$ cat config.mk
export PLATFORM = sky130hd
export DESIGN_NAME = mux_arbiter
export DESIGN_NICKNAME = d
export VERILOG_FILES = /design/src/rtl/mux_arbiter.sv
export SDC_FILE = /design/constraint.sdc
export NUM_CORES = 1
export LEC_CHECK = 0
export ABC_AREA = 0
export CORE_ASPECT_RATIO = 1.1
export CORE_MARGIN = 1
export CORE_UTILIZATION = 40
export CTS_CLUSTER_DIAMETER = 200
export DETAILED_ROUTE_END_ITERATION = 7
export PLACE_DENSITY_LB_ADDON = 0.3
export SETUP_SLACK_MARGIN = 0.3
export SLEW_MARGIN = 10
export SYNTH_ARGS = -nofsm -noshare
export SYNTH_HDL_FRONTEND = slang
export SYNTH_SLANG_ARGS = --single-unit
export TNS_END_PERCENT = 100
$ cat constraint.sdc
create_clock -name clk -period 4.45 [get_ports clk]
set_clock_uncertainty 0.15 [all_clocks]
set_input_delay 0.89 -clock clk [delete_from_list [all_inputs] [get_ports clk]]
set_output_delay 0.89 -clock clk [all_outputs]
set_load 0.01 [all_outputs]
$ cat src/rtl/mux_arbiter.sv
// Round-robin arbiter steering a 4:1 mux: one owner at a time,
// bounded tenure, selects track the grant.
// Ports: clk, rst (sync, high), req[3:0] in;
//        gnt[3:0] one-hot grant, S1/S0 mux select, busy out.
module mux_arbiter #(
  parameter int MAX_HOLD = 8
) (
  input  logic       clk,
  input  logic       rst,
  input  logic [3:0] req,
  output logic [3:0] gnt,
  output logic       S1,
  output logic       S0,
  output logic       busy
);

  localparam int CW = $clog2(MAX_HOLD + 1);
  localparam logic [CW-1:0] HMAX = CW'(MAX_HOLD);
  localparam logic [CW-1:0] ONE = CW'(1);

  typedef enum logic {
    IDLE,
    GRANT
  } state_t;

  state_t state, state_n;
  logic [1:0] owner, owner_n;
  logic [1:0] last, last_n;
  logic [CW-1:0] hold_cnt, hold_n;

  logic [3:0] cand;
  logic [1:0] win;
  logic [1:0] idx;
  logic       found;

  // While granted the owner is masked out so a forced
  // rotation can never re-pick it; on release its bit is
  // already low, so the same mask is harmless.
  always_comb begin
    cand  = req;
    win   = last;
    idx   = last;
    found = 1'b0;
    if (state == GRANT)
      cand = req & ~(4'b0001 << owner);
    for (int i = 0; i < 4; i++) begin
      idx = last + 2'(i + 1);
      if (!found && cand[idx]) begin
        win   = idx;
        found = 1'b1;
      end
    end
  end

  always_comb begin
    state_n = state;
    owner_n = owner;
    last_n  = last;
    hold_n  = hold_cnt;
    unique case (state)
      IDLE: begin
        if (found) begin
          state_n = GRANT;
          owner_n = win;
          last_n  = win;
          hold_n  = ONE;
        end
      end
      GRANT: begin
        if (!req[owner] || hold_cnt == HMAX) begin
          if (found) begin
            owner_n = win;
            last_n  = win;
            hold_n  = ONE;
          end else if (!req[owner]) begin
            state_n = IDLE;
          end else begin
            // sole requester: restart tenure, keep grant
            hold_n = ONE;
          end
        end else begin
          hold_n = hold_cnt + ONE;
        end
      end
      default: state_n = IDLE;
    endcase
  end

  always_ff @(posedge clk) begin
    if (rst) begin
      state    <= IDLE;
      owner    <= 2'd0;
      last     <= 2'd3;
      hold_cnt <= '0;
    end else begin
      state    <= state_n;
      owner    <= owner_n;
      last     <= last_n;
      hold_cnt <= hold_n;
    end
  end

  // owner is kept through IDLE, so the selects hold
  // their last value while nobody is granted.
  assign gnt  = (state == GRANT) ? (4'b0001 << owner) : 4'b0000;
  assign S1   = owner[1];
  assign S0   = owner[0];
  assign busy = (state == GRANT);

endmodule

==> metrics.md, run 1 <==
| Metric | Value |
|---|---|
| Status | complete, no violations |
| Register area share after synthesis | 26.97% |
| Largest buffer count on any clock path | 2 |
| Sequential power share | 37.3% |
| CP max stage cell | dfxtp_1 |
| Met1 Resource Use GR | 22.39% |
| WL/cell | 12.91 microns |
| Via count | 696 |
| Net Sw Frac | 38.58% |
| Nets@finish | 108 |
| First-pass GRT wire length | 2304 microns |
| Final critical path time including I/O delays and setup | 2756 ps |
| IO Count | 13 |
| Most frequent cells in the layout | clkdlybuf4s50_1 (12), nor2_1 (11), dfxtp_1 (9) |
| Sw Pwr | 0.1288 mW |
| I/O Buffers | 12 |
| PostCTS Resize Cnt | 0 |
| Comb pwr share | 43.6% |
| N_diodes | 0 |
| Die Wd | 40.97 microns |
| Clock-pin slew on the worst setup and hold paths | 60 ps |
| Maximum number of pins on one net before global-route repair | 11 |
| Cells along the critical path | nand3b_1, inv_2, clkdlybuf4s50_1 |
| VDD IR-drop max | 196.9 uV |
| Hold Fails Final Rpt | 0 |
| P_leak | 0.3184 nW |
| PD cells | 408.6 nW/um^2 |
| # clock sinks | 9 |
| GR met3 Demand/Resource | 1.478% |
| Netlist cell types | 38 |
| DRC viols | 0 |
| Drt pass-1 iters | 4 |
| Core area | 1558 sq um |
| Clock Tree Root | clkbuf_4 |
| WL final | 1497 microns |
| Critical path buffers and inverters | 2 |
| Max-slew violation count | 0 |
| Period Utilization, post-route | 61.94% |
| Met2 Usage GRT | 29.69% |
| Total CTS buffers | 3 |
| CP Capture Point | gnt[1] |
| Syn nets | 95 |
| Synth warn | 0 |
| Vias in the first global route | 579 |
| Row Count | 15 |
| Starting Density | 42.89% |
| Total Power | 0.3338 mW |
| Crit. End Element | primary output |
| Htree depth | 1 |
| RSZ-0062 raised after global routing | no |
| Post-DP HPWL | 1138 microns |
| DIE HEIGHT | 44.87 microns |
| Clk pwr share | 19.2% |
| Share of post-route cells with drive strength above 1 | 12.12% |
| Post-Syn Area per Cell | 7.680 sq um |
| WP depth | 3 |
| Final setup viols | 0 |
| Routed Antenna Nets | 0 |
| Worst r2r src | owner[0] |
| Internal power | 0.2051 mW |
| F_max | 362.8 MHz |
| Antenna violations before repair | 0 |
| Gr usage total | 18.40% |
| Cells after Synth | 87 |
| GRT overflow | 0 |
| Worst Hold Class | flip-flop to flip-flop |
| Busiest layer in global routing | met2 |
| Setup_tns | 0 ps |
| Actual slew at the worst max-slew pin | 454.7 ps |
| Worst R2R End | owner[1] |
| Setup crit start | owner[0] |
| CP max FO | 10 |
| Worst skew pair latency | 260 ps |
| R2R Setup Slk | 2560 ps |
| Pre-CTS setup slack | 1650 ps |
| Critical path class | flip-flop to primary output |
| Total die area | 1838 sq um |
| Crit path max-delay family | buffers and inverters |
| Vias per cell | 6.000 |
| CP arrival | 1720 ps |
| Post-CTS Setup Bufs | 0 |
| DR iter-0 viols | 10 |
| Max Cap Violations | 0 |
| Area grow syn2layout | 22.28% |
| Synthesized flop and latch total | 9 |
| Slack of the critical path | 1694 ps |
| Critical Path RT | 3410 ps |
| Mapped cell area | 668.1 sq um |
| Commonest non-fill, non-tap cell in the layout | clkdlybuf4s50_1 |
| Finished Core Util | 52.45% |
| CTS tree | built |
| Hold_buf cts | 0 |
| Slowest cell delay on critical path | 570 ps |
| Relative max-transition margin | 69.41% |
| RePlAce Congestion | 0.8225 |
| Critical Path Start Type | flip-flop |
| R2R depth | 5 |
-- synth_stat cells (all sizes together) --
master / number / area, sq um
ha: 2 / 25.02
a31oi: 2 / 18.77
a2111oi: 1 / 15.01
a221oi: 1 / 8.760
o32ai: 2 / 25.03
o22ai: 1 / 6.260
clkbuf: 2 / 7.510
o21a: 1 / 7.510
o22a: 2 / 18.77
inv: 8 / 30.03
nor4: 1 / 6.260
a21oi: 6 / 30.03
o31ai: 1 / 7.510
mux2i: 3 / 30.03
a211oi: 2 / 20.02
or3: 1 / 6.260
nor3b: 1 / 12.51
o21ai: 5 / 25.02
a21bo: 1 / 10.01
o211a: 1 / 10.01
nand3: 5 / 25.02
nand2b: 1 / 6.260
a311oi: 1 / 8.760
nor2: 12 / 47.55
a22oi: 1 / 7.510
dfxtp: 9 / 180.2
o2bb2ai: 1 / 8.760
buf: 2 / 11.26
nand2: 8 / 30.03
nand3b: 3 / 22.52
-- sequential cells by signal, summed over array words and instances, names as in the netlist --
register,count
busy,1
hold_cnt,4
last,2
owner,2
-- cell families after synthesis --
family,after synthesis,synth area share [%]
AND/OR/NAND/NOR,32,23.41
AO/OA/AOI/OAI,29,34.09
buffers and inverters,12,7.304
flip-flops,9,26.97
multiplexers,3,4.495
adder cells (fa/ha/maj),2,3.745
-- worst min-delay path by stage --
stage,from,to,slack [ps],cells after the start
4_1_cts,hold_cnt[3],hold_cnt[3],340,1
3_5_place_dp,hold_cnt[3],hold_cnt[3],330,1
6_report,hold_cnt[3],hold_cnt[3],330,1
3_3_place_gp,hold_cnt[3],hold_cnt[3],320,1
2_1_floorplan,hold_cnt[3],hold_cnt[3],300,1
5_1_grt,hold_cnt[3],hold_cnt[3],360,1
-- routing by layer --
metal	vias up	share of wire, %
li1	347	-
met1	318	46
met2	27	46
met3	4	5.8
met4	0	1.9
met5	-	0
-- area by class of cell --
cell class | instances | area, sq um
fillers | 157 | 740.7
clock buffers | 4 | 26.28
inverters | 8 | 30.03
flip-flops and latches | 9 | 180.2
repair buffers | 12 | 120.1
well taps | 17 | 21.27
multi-input cells | 66 | 439.2
-- power by group through the flow --
| stage | registers [mW] | clock network [mW] | logic, mW |
|---|---|---|---|
| final | 0.124 | 0.0639 | 0.145 |
| after global routing | 0.128 | 0.0700 | 0.159 |
| after CTS | 0.125 | 0.0672 | 0.146 |
| after detailed placement | 0.127 | 0 | 0.145 |
| after global placement | 0.126 | 0 | 0.145 |
| after floorplan | 0.112 | 0 | 0.115 |
-- metrics by stage --
stage / hold slack (ps) / cell area, sq um / instances
detailed placement: 325.8 / 790.8 / 112
CTS: 335.1 / 817.0 / 116
global placement: 322.1 / 790.8 / 112
floorplan: 297.4 / 668.1 / 87
global route: 358.5 / 817.0 / 116
finish: 334.5 / 817.0 / 116
Note: power is estimated with default switching activity, not from simulation.
==> run 2, diff against run 1 <==
Clock period 4.45 ns to 2.75 ns, I/O delays scaled along.
==> metrics.md, run 2 (synthesis results as in run 1) <==
| Metric | Value |
|---|---|
| Share of post-route cells with drive strength above 1 | 13.13% (was 12.12%) |
| Row Count | 15 (unchanged) |
| WL/cell | 14.02 microns (was 12.91 microns) |
| DR iter-0 viols | 35 (was 10) |
| RePlAce Congestion | 0.8256 (was 0.8225) |
| Via count | 688 (was 696) |
| Slack of the critical path | 417.1 ps (was 1694 ps) |
| WL final | 1626 microns (was 1497 microns) |
| CP arrival | 1630 ps (was 1720 ps) |
| Crit. End Element | primary output (unchanged) |
| Clock-pin slew on the worst setup and hold paths | 60 ps (about the same) |
| Die Wd | 40.97 microns (unchanged) |
| Post-DP HPWL | 1161 microns (was 1138 microns) |
| Setup_tns | 0 ps (unchanged) |
| WHS Endpoint | hold_cnt[3] (unchanged) |
| CP max stage cell | clkdlybuf4s50_1 (was dfxtp_1) |
| Antenna violations before repair | 0 (unchanged) |
| Drt pass-1 iters | 4 (unchanged) |
| Clock Tree Root | clkbuf_4 (unchanged) |
| Fin cells | 116 (unchanged) |
| Final setup viols | 0 (unchanged) |
| Total CTS buffers | 3 (unchanged) |
| Slowest cell delay on critical path | 590 ps (was 570 ps) |
| Cells along the critical path | nor3b_4, clkdlybuf4s50_1 (was nand3b_1, inv_2, clkdlybuf4s50_1) |
| Worst skew pair latency | 260 ps (about the same) |
| Worst r2r src | owner[1] (was owner[0]) |
| Area of the multi-input gates | 445.4 sq um (was 439.2 sq um) |
| Htree depth | 1 (unchanged) |
| R2R Setup Slk | 850 ps (was 2560 ps) |
| Hold Path Stages | 1 (unchanged) |
| Period Utilization, post-route | 84.83% |
| FF+latch area | 181.4 sq um (was 180.2 sq um) |
| Vias in the first global route | 553 (was 579) |
| First-pass GRT wire length | 2325 microns (was 2304 microns) |
| Max-slew violation count | 0 (unchanged) |
| Setup crit start | busy (was owner[0]) |
| Critical path class | flip-flop to primary output (unchanged) |
| P_leak | 0.3197 nW (was 0.3184 nW) |
| CTS tree | built (unchanged) |
| Core area | 1558 sq um (unchanged) |
| R2R depth | 6 (was 5) |
| PD cells | 668.3 nW/um^2 (was 408.6 nW/um^2) |
| Critical path buffers and inverters | 1 (was 2) |
| Biggest regs | hold_cnt (4), last (2), owner (2) (unchanged) |
| Hold_buf cts | 0 (unchanged) |
| Min-Delay Startpoint | hold_cnt[3] (unchanged) |
| Finished layout cell area | 824.5 sq um (was 817.0 sq um) |
| F_max | 428.7 MHz |
| Area grow syn2layout | 23.41% (was 22.28%) |
| Most frequent cells in the layout | clkdlybuf4s50_1 (12), nor2_1 (11), nand2_1 (8), dfxtp_1 (8), inv_1 (7) (was clkdlybuf4s50_1 (12), nor2_1 (11), dfxtp_1 (9)) |
| DIE HEIGHT | 44.87 microns (unchanged) |
| Largest buffer count on any clock path | 2 (unchanged) |
| Starting Density | 42.89% (unchanged) |
| Nets@finish | 108 (unchanged) |
| VDD IR-drop max | 355.0 uV (was 196.9 uV) |
| Commonest non-fill, non-tap cell in the layout | clkdlybuf4s50_1 (unchanged) |
| GRT overflow | 0 (unchanged) |
| Total die area | 1838 sq um (unchanged) |
| Placed cell area | 790.8 sq um (unchanged) |
| DP Cell Count | 112 (unchanged) |
| DRC viols | 0 (unchanged) |
| Largest Register | hold_cnt (unchanged) |
| IO Count | 13 (unchanged) |
| Worst Hold Class | flip-flop to flip-flop (unchanged) |
| Crit path max-delay family | buffers and inverters (unchanged) |
| CP max FO | 7 (was 10) |
| Worst R2R End | owner[1] (unchanged) |
| Status | complete, no violations (unchanged) |
| Vias per cell | 5.931 (was 6.000) |
| Max Cap Violations | 0 (unchanged) |
| Maximum number of pins on one net before global-route repair | 11 (unchanged) |
| Routed Antenna Nets | 0 (unchanged) |
| Fillers | 154 (was 157) |
| Hold WS | 334.9 ps (was 334.5 ps) |
| Critical Path Start Type | flip-flop (unchanged) |
| I/O Buffers | 12 (unchanged) |
| Relative max-transition margin | 69.66% (was 69.41%) |
| Max reg flops | 4 (unchanged) |
| Actual slew at the worst max-slew pin | 450.9 ps (was 454.7 ps) |
| RSZ-0062 raised after global routing | yes (was no) |
| Critical Path RT | 2050 ps (was 3410 ps) |
| Hold Fails Final Rpt | 0 (unchanged) |
| # clock sinks | 9 (unchanged) |
| N_diodes | 0 (unchanged) |
| Final critical path time including I/O delays and setup | 2333 ps |
| Pre-CTS setup slack | 290.6 ps (was 1650 ps) |
| Gr usage total | 18.87% (was 18.40%) |
[run 2: cell counts in the layout (fill, tap and decap cells not counted)]
No cell type changed its count.
[run 2: per-layer routing]
metal  vias to the layer above  track usage [%]  routed length (microns)
met5                         -                0                        0
met4                         0            10.00                       23
met3                         4            2.956                       81
met2                        21            29.69                      782
met1                       319            23.85                      739
li1                        344                -                        -
[run 2: report_power, final]
group | total, mW | internal, mW | switching (mW)
sequential | 0.207 | 0.154 | 0.0527
combinational | 0.243 | 0.125 | 0.118
clock | 0.101 | 0.0558 | 0.0449
[run 2: worst max-delay path by stage]
stage,endpoint,slack (ps),depth (start not counted)
6_report,gnt[0],420,2
5_1_grt,gnt[3],280,3
4_1_cts,gnt[0],390,2
3_5_place_dp,last[0],290,6
3_3_place_gp,last[0],300,6
2_1_floorplan,owner[1],890,6
[run 2: timing repair]
action | in CTS | in global routing
setup endpoints to repair | 1 | 1
gates resized for setup | 1 | 1
gates cloned | 0 | 0
buffers inserted | 0 | 0
pin swaps | 0 | 0
[run 2: cell type report]
cell class / instances / area share (%)
inverters: 8 / 3.642
well taps: 17 / 2.580
multi-input cells: 66 / 54.02
clock buffers: 4 / 3.187
repair buffers: 12 / 14.57
flip-flops and latches: 9 / 22.00
[run 2: through the flow]
stage | total power [mW] | utilization, %
6_report | 0.5510 | 52.93
5_1_grt | 0.5924 | 52.93
2_1_floorplan | 0.3663 | -
4_1_cts | 0.5486 | 52.53
3_5_place_dp | 0.4424 | 50.76
3_3_place_gp | 0.4386 | 50.76
